File: src/rtl/cpu_mem_map.sv
// Z80-side memory controller: decodes the T80 bus onto ROM/RAM/VRAM, loads the ROM
// from the HPS download channel, sequences CPU reset and inserts read wait states.
module cpu_mem_map #(
  parameter int ROM_AW     = 12,
  parameter int RAM_AW     = 12,
  parameter int VRAM_AW    = 14,
  parameter int RST_CYCLES = 256,
  parameter int RD_WAIT    = 0
) (
  input  logic               clk_sys_i,
  input  logic               reset_i,
  input  logic               ioctl_download_i,
  input  logic               ioctl_wr_i,
  input  logic [26:0]        ioctl_addr_i,
  input  logic [7:0]         ioctl_dout_i,
  input  logic [15:0]        cpu_addr_i,
  input  logic [7:0]         cpu_dout_i,
  input  logic               cpu_mreq_n_i,
  input  logic               cpu_rd_n_i,
  input  logic               cpu_wr_n_i,
  output logic [7:0]         cpu_din_o,
  output logic               cpu_wait_n_o,
  output logic               cpu_reset_o,
  output logic [ROM_AW-1:0]  rom_addr_o,
  output logic               rom_wr_o,
  output logic [7:0]         rom_data_o,
  input  logic [7:0]         rom_q_i,
  output logic [RAM_AW-1:0]  ram_addr_o,
  output logic               ram_wren_o,
  output logic [7:0]         ram_data_o,
  input  logic [7:0]         ram_q_i,
  output logic               vram_wr_o,
  output logic [VRAM_AW-1:0] vram_addr_o,
  output logic [7:0]         vram_data_o,
  output logic               busy_o
);

  localparam logic [15:0] CNT_LAST  = 16'(RST_CYCLES - 1);
  localparam logic [2:0]  RD_WAIT_W = 3'(RD_WAIT);

  typedef enum logic [1:0] {
    RST_HOLD,
    RUN,
    LOAD
  } state_e;

  state_e      state_q, state_d;
  logic [15:0] cnt_q, cnt_d;

  logic               wrPrev_q, wrPrev_d;
  logic               rdPrev_q, rdPrev_d;
  logic               a15_q, a15_d;
  logic               ramWren_q, ramWren_d;
  logic               vramWr_q, vramWr_d;
  logic [7:0]         wrData_q, wrData_d;
  logic [VRAM_AW-1:0] vramAddr_q, vramAddr_d;
  logic [2:0]         waitCnt_q, waitCnt_d;
  logic               romWr_q, romWr_d;
  logic [ROM_AW-1:0]  romLdAddr_q, romLdAddr_d;
  logic [7:0]         romData_q, romData_d;

  logic wrCycle;
  logic rdCycle;
  logic runActive;
  logic wrStart;
  logic rdStart;
  logic romHit;
  logic unusedAddrBits;

  // A download request in the current cycle already counts as an abort, so it beats a
  // CPU strobe or read start sampled on the same edge.
  assign runActive = (state_q == RUN) && !ioctl_download_i;
  assign wrCycle   = !cpu_mreq_n_i && !cpu_wr_n_i;
  assign rdCycle   = !cpu_mreq_n_i && !cpu_rd_n_i;
  assign wrStart   = wrCycle && !wrPrev_q && runActive;
  assign rdStart   = rdCycle && !rdPrev_q && runActive;
  assign romHit    = (ioctl_addr_i >> ROM_AW) == 27'd0;

  assign unusedAddrBits = ^cpu_addr_i;

  always_ff @(posedge clk_sys_i) begin
    if (reset_i) begin
      state_q <= RST_HOLD;
      cnt_q   <= 16'd0;
    end else begin
      state_q <= state_d;
      cnt_q   <= cnt_d;
    end
  end

  always_comb begin
    state_d = state_q;
    cnt_d   = cnt_q;
    case (state_q)
      RST_HOLD: begin
        if (cnt_q == CNT_LAST) begin
          state_d = RUN;
          cnt_d   = 16'd0;
        end else begin
          cnt_d = cnt_q + 16'd1;
        end
      end
      RUN: begin
        state_d = RUN;
      end
      LOAD: begin
        if (!ioctl_download_i) begin
          state_d = RST_HOLD;
          cnt_d   = 16'd0;
        end
      end
      default: begin
        state_d = RST_HOLD;
        cnt_d   = 16'd0;
      end
    endcase
    if (ioctl_download_i) begin
      state_d = LOAD;
      cnt_d   = 16'd0;
    end
  end

  always_comb begin
    cpu_reset_o = 1'b1;
    busy_o      = 1'b0;
    rom_addr_o  = cpu_addr_i[ROM_AW-1:0];
    rom_wr_o    = 1'b0;
    case (state_q)
      RUN: begin
        cpu_reset_o = 1'b0;
      end
      LOAD: begin
        busy_o     = 1'b1;
        rom_addr_o = romLdAddr_q;
        rom_wr_o   = romWr_q;
      end
      default: begin
        cpu_reset_o = 1'b1;
      end
    endcase
    cpu_wait_n_o = reset_i || !runActive || (waitCnt_q == 3'd0);
  end

  // Bus-cycle tracking, strobe generation, wait counting and download capture.
  always_comb begin
    wrPrev_d    = wrCycle;
    rdPrev_d    = rdCycle;
    a15_d       = cpu_addr_i[15];
    ramWren_d   = 1'b0;
    vramWr_d    = 1'b0;
    wrData_d    = wrData_q;
    vramAddr_d  = vramAddr_q;
    romWr_d     = 1'b0;
    romLdAddr_d = romLdAddr_q;
    romData_d   = romData_q;
    waitCnt_d   = (waitCnt_q != 3'd0) ? (waitCnt_q - 3'd1) : 3'd0;

    if (wrStart) begin
      ramWren_d = cpu_addr_i[15];
      vramWr_d  = !cpu_addr_i[15];
      wrData_d  = cpu_dout_i;
      if (!cpu_addr_i[15]) begin
        vramAddr_d = cpu_addr_i[VRAM_AW-1:0];
      end
    end

    if (rdStart) begin
      waitCnt_d = RD_WAIT_W;
    end
    if (!runActive) begin
      waitCnt_d = 3'd0;
    end

    if (ioctl_wr_i && ioctl_download_i && romHit) begin
      romWr_d     = 1'b1;
      romLdAddr_d = ioctl_addr_i[ROM_AW-1:0];
      romData_d   = ioctl_dout_i;
    end
  end

  always_ff @(posedge clk_sys_i) begin
    if (reset_i) begin
      wrPrev_q    <= 1'b0;
      rdPrev_q    <= 1'b0;
      a15_q       <= 1'b0;
      ramWren_q   <= 1'b0;
      vramWr_q    <= 1'b0;
      wrData_q    <= 8'd0;
      vramAddr_q  <= '0;
      waitCnt_q   <= 3'd0;
      romWr_q     <= 1'b0;
      romLdAddr_q <= '0;
      romData_q   <= 8'd0;
    end else begin
      wrPrev_q    <= wrPrev_d;
      rdPrev_q    <= rdPrev_d;
      a15_q       <= a15_d;
      ramWren_q   <= ramWren_d;
      vramWr_q    <= vramWr_d;
      wrData_q    <= wrData_d;
      vramAddr_q  <= vramAddr_d;
      waitCnt_q   <= waitCnt_d;
      romWr_q     <= romWr_d;
      romLdAddr_q <= romLdAddr_d;
      romData_q   <= romData_d;
    end
  end

  // The read mux uses the address from the previous cycle to line up with memory latency.
  assign cpu_din_o   = a15_q ? ram_q_i : rom_q_i;
  assign rom_data_o  = romData_q;
  assign ram_addr_o  = cpu_addr_i[RAM_AW-1:0];
  assign ram_wren_o  = ramWren_q;
  assign ram_data_o  = wrData_q;
  assign vram_wr_o   = vramWr_q;
  assign vram_addr_o = vramAddr_q;
  assign vram_data_o = wrData_q;

endmodule

File: config.mk
export PLATFORM = sky130hd
export DESIGN_NAME = cpu_mem_map
export DESIGN_NICKNAME = d
export VERILOG_FILES = /design/src/rtl/cpu_mem_map.sv
export SDC_FILE = /design/constraint.sdc
export NUM_CORES = 1
export LEC_CHECK = 0
export BUFFER_PORTS_ARGS = -buffer_cell sky130_fd_sc_hd__buf_4
export CAP_MARGIN = 5
export CORE_MARGIN = 1
export CORE_UTILIZATION = 45
export CTS_CLUSTER_SIZE = 12
export DETAILED_ROUTE_END_ITERATION = 6
export PLACE_DENSITY = 0.79
export SYNTH_ARGS = -nofsm -noshare
export SYNTH_HDL_FRONTEND = slang
export SYNTH_SLANG_ARGS = --single-unit
File: constraint.sdc
create_clock -name clk_sys_i -period 2.7 [get_ports clk_sys_i]
set_clock_uncertainty 0.1 [all_clocks]
set_input_delay 0.27 -clock clk_sys_i [delete_from_list [all_inputs] [get_ports clk_sys_i]]
set_output_delay 0.27 -clock clk_sys_i [all_outputs]
set_load 0.05 [all_outputs]
==> metrics.md <==
| Metric | Value |
|---|---|
| GPL Wtd Cong | 0.824 |
| Total track usage | 23.7% |
| Fin crit period | 2.21 ns |
| Fin crit share | 81.8% |
| Reg2reg setup slack | 0.77 ns |
| Fin nets | 588 |
| Post-synth top flop | dfxtp_1 |
| 1st-iter DRT viols | 207 |
| Fillers | 592 |
| CTS tree | built |
| Max-Slew Margin vs Limit | 58.1% |
| Worst IR Drop VDD | 0.263 mV |
| EDFF count, synth | 0 |
| Syn_area_per_cell | 8.60 sq um |
| Yosys reg bits | 69 |
| Initial core utilization | 46.8% |
| Unrepaired setup endpoints after global routing | no |
| Hpwl dp | 6500 microns |
| CP Max Fanout | 13 |
| Yosys top cell area share | 42.9% |
| Post-synthesis async set-or-reset flop share | 0% |
| Routed wire per std cell | 14.9 microns |
| Placed inst area | 4300 sq um |
| RR Endpoint | cnt_q[8] |
| Startpoint type of the worst setup path | flip-flop |
| Hold Path Depth | 2 |
| Global-route wire length before repair | 13800 microns |
| Internal power | 1.59 mW |
| Setup TNS | 0 ns |
| Worst min-delay path class | in -> reg |
| Largest net degree at the start of global routing | 54 |
| Syn. warnings | 0 |
| Netlist Area Pre-Place | 3220 sq um |
| Post-Layout Inst Area | 4500 sq um |
| Final hold violation count | 0 |
| Outcome | complete, no violations |
| Critical Path End Type | primary output |
| Comb pwr share | 15.7% |
| Final worst hold slack | 0.0196 ns |
| Die area | 7490 sq um |
| WHS Endpoint | rdPrev_q |
| Leak | 1.90 nW |
| # port buffers | 156 |
| Ports | 158 |
| Cell count after synthesis | 374 |
| Total CTS buffers | 9 |
| Max_cap viols | 0 |
| Fmax | 453 MHz |
| H-tree depth | 3 |
| R2R Path Start | cnt_q[0] |
| Post-CTS Repair Setup Buffers | 0 |
| Clock buffer depth | 2 |
| PostCTS Resize Cnt | 0 |
| Worst R2R Path Depth | 6 |
| Sw Ratio | 26.0% |
| N_diodes | 0 |
| CP arrival | 1.84 ns |
| Least-Margin Pin Slew | 0.624 ns |
| Grt ovf | 0 |
| Via density | 5.39 |
| Most common library cells after synthesis | dfxtp_1, o21ai_0, a21oi_1 |
| Post-Route WL | 8980 microns |
| Number of detailed-route iterations in the first pass | 5 |
| Rows | 30 |
| Sequential Power Share | 47.9% |
| Vias in the first global route | 3092 |
| Final antenna-violating net count | 0 |
| Root Buffer | clkbuf_8 |
| Area growth, synth to finish | 39.8% |
| Drt drc | 0 |
| Fin. max-slew vios | 0 |
| Clk sinks | 69 |
| Switch Pwr | 0.558 mW |
| Worst skew pair latency | 0.33 ns |
| Post-synth cell types | 42 |
| Die height | 86.6 microns |
| Core footprint | 6870 sq um |
| Initial antenna violation count | 0 |
| Die width | 86.6 microns |
| Ratio of cells with drive above 1 in the final layout | 39.8% |
| Crit Path Category | reg -> out |
| Vias post-DR | 3251 |
| Pwr/cell area | 477 nW/um^2 |
| Post-synth top area cell | dfxtp_1 |
| Most numerous cell in the Yosys netlist | dfxtp_1 |
| Hold_sp | cpu_mreq_n_i |
| Final setup fails | 0 |
| Clock power share | 36.3% |
| Clk slew on worst S/H paths | 0.07 ns |
| Seq/Total Area, Yosys | 42.9% |
| Largest cells by area after synthesis | dfxtp_1, mux2_2, o21ai_0 |
| Worst path required time | 2.33 ns |
| Synth Net Count | 459 |
routing by layer:
| layer | GRT usage, % | up-vias | share of wire [%] |
|---|---|---|---|
| met2 | 43.2 | 147 | 52 |
| met5 | 0 | - | 0 |
| met3 | 7.33 | 23 | 6.8 |
| met1 | 25.3 | 1495 | 38 |
| met4 | 9.85 | 0 | 2.6 |
| li1 | - | 1586 | - |
critical path, cell delays in order (launching register included):
cell     delay [ns]
dfxtp_1        0.38
inv_1          0.08
nand2_1        0.44
mux2_2         0.41
buf_4          0.19
through the flow:
stage | utilization, % | setup slack (ns) | power, mW | std cells
floorplan | - | 0.909 | 1.24 | 374
global placement | 62.7 | 0.727 | 1.38 | 586
detailed placement | 62.7 | 0.656 | 1.39 | 586
CTS | 65.5 | 0.478 | 2.17 | 603
global route | 65.5 | 0.336 | 2.23 | 603
finish | 65.5 | 0.491 | 2.15 | 603
how the worst max path moves through the flow:
stage	startpoint	endpoint	slack (ns)	cells past startpoint
after floorplan	state_q[0]	cpu_wait_n_o	0.91	4
after global placement	ioctl_download_i	vram_addr_o[13]	0.73	6
after detailed placement	ioctl_addr_i[18]	rom_data_o[7]	0.66	6
after CTS	state_q[0]	rom_addr_o[6]	0.48	4
after global routing	cpu_wr_n_i	vram_addr_o[12]	0.34	7
final	state_q[0]	rom_addr_o[6]	0.49	4
area by class of cell:
class	count	area [sq um]	area share (%)
multi-input cells	248	1540	34.2
clock buffers	13	139	3.09
flip-flops and latches	69	1380	30.7
inverters	9	33.8	0.751
repair buffers	166	1250	27.8
well taps	96	120	2.67
clock inverters	2	35.0	0.779
power by group through the flow:
stage,Sequential [mW],Combinational [mW],Clock [mW]
floorplan,1.05,0.194,0
global placement,1.05,0.333,0
detailed placement,1.05,0.335,0
CTS,1.03,0.338,0.799
global route,1.03,0.354,0.844
finish,1.03,0.338,0.780
cells in the final DEF, fill, tap and decap left out, drive strengths merged:
cell | synthesis | layout
nand3b | 1 | 1
xnor2 | 1 | 1
a211oi | 1 | 1
xor2 | 2 | 2
nor4 | 8 | 8
a2111oi | 1 | 1
a32o | 1 | 1
and4 | 2 | 2
and3 | 4 | 4
inv | 9 | 9
mux2i | 9 | 9
nand2 | 28 | 28
a21oi | 34 | 34
a41oi | 1 | 1
buf | 29 | 164
or4b | 1 | 1
dlygate4sd3 | 0 | 2
or4 | 1 | 1
ha | 3 | 3
clkbuf | 19 | 13
or3 | 5 | 5
nand4b | 3 | 3
nor2b | 4 | 4
nand4 | 5 | 5
nand3 | 28 | 28
o22ai | 2 | 2
clkinv | 0 | 1
nor2 | 13 | 13
o21ai | 40 | 40
nand2b | 2 | 2
nor3 | 9 | 9
mux2 | 20 | 20
nor3b | 1 | 1
bufinv | 0 | 1
a31oi | 15 | 15
o311ai | 1 | 1
dfxtp | 69 | 69
o211ai | 2 | 2
state kept, by name (all words and copies together), names as in the netlist:
| signal | cells |
|---|---|
| romLdAddr_q | 12 |
| vram_wr_o | 1 |
| ram_wren_o | 1 |
| waitCnt_q | 3 |
| a15_q | 1 |
| romWr_q | 1 |
| ram_data_o | 8 |
| rom_data_o | 8 |
| wrPrev_q | 1 |
| vram_addr_o | 14 |
| state_q | 2 |
| cnt_q | 16 |
| rdPrev_q | 1 |
logic make-up after synthesis:
family | synth area share (%)
muxes | 9.80
DFF | 42.9
and+or+nand+nor | 19.2
buffers and inverters | 9.49
adders and majority gates | 1.17
xor gates and xnor gates | 0.817
AOI/OAI and AO/OA | 16.6
timing repair:
action,CTS,global route
hold buffers,2,0
endpoints found under the hold margin,2,0
setup endpoints to repair,0,0
No activity file was read; power rests on OpenSTA's default activity.
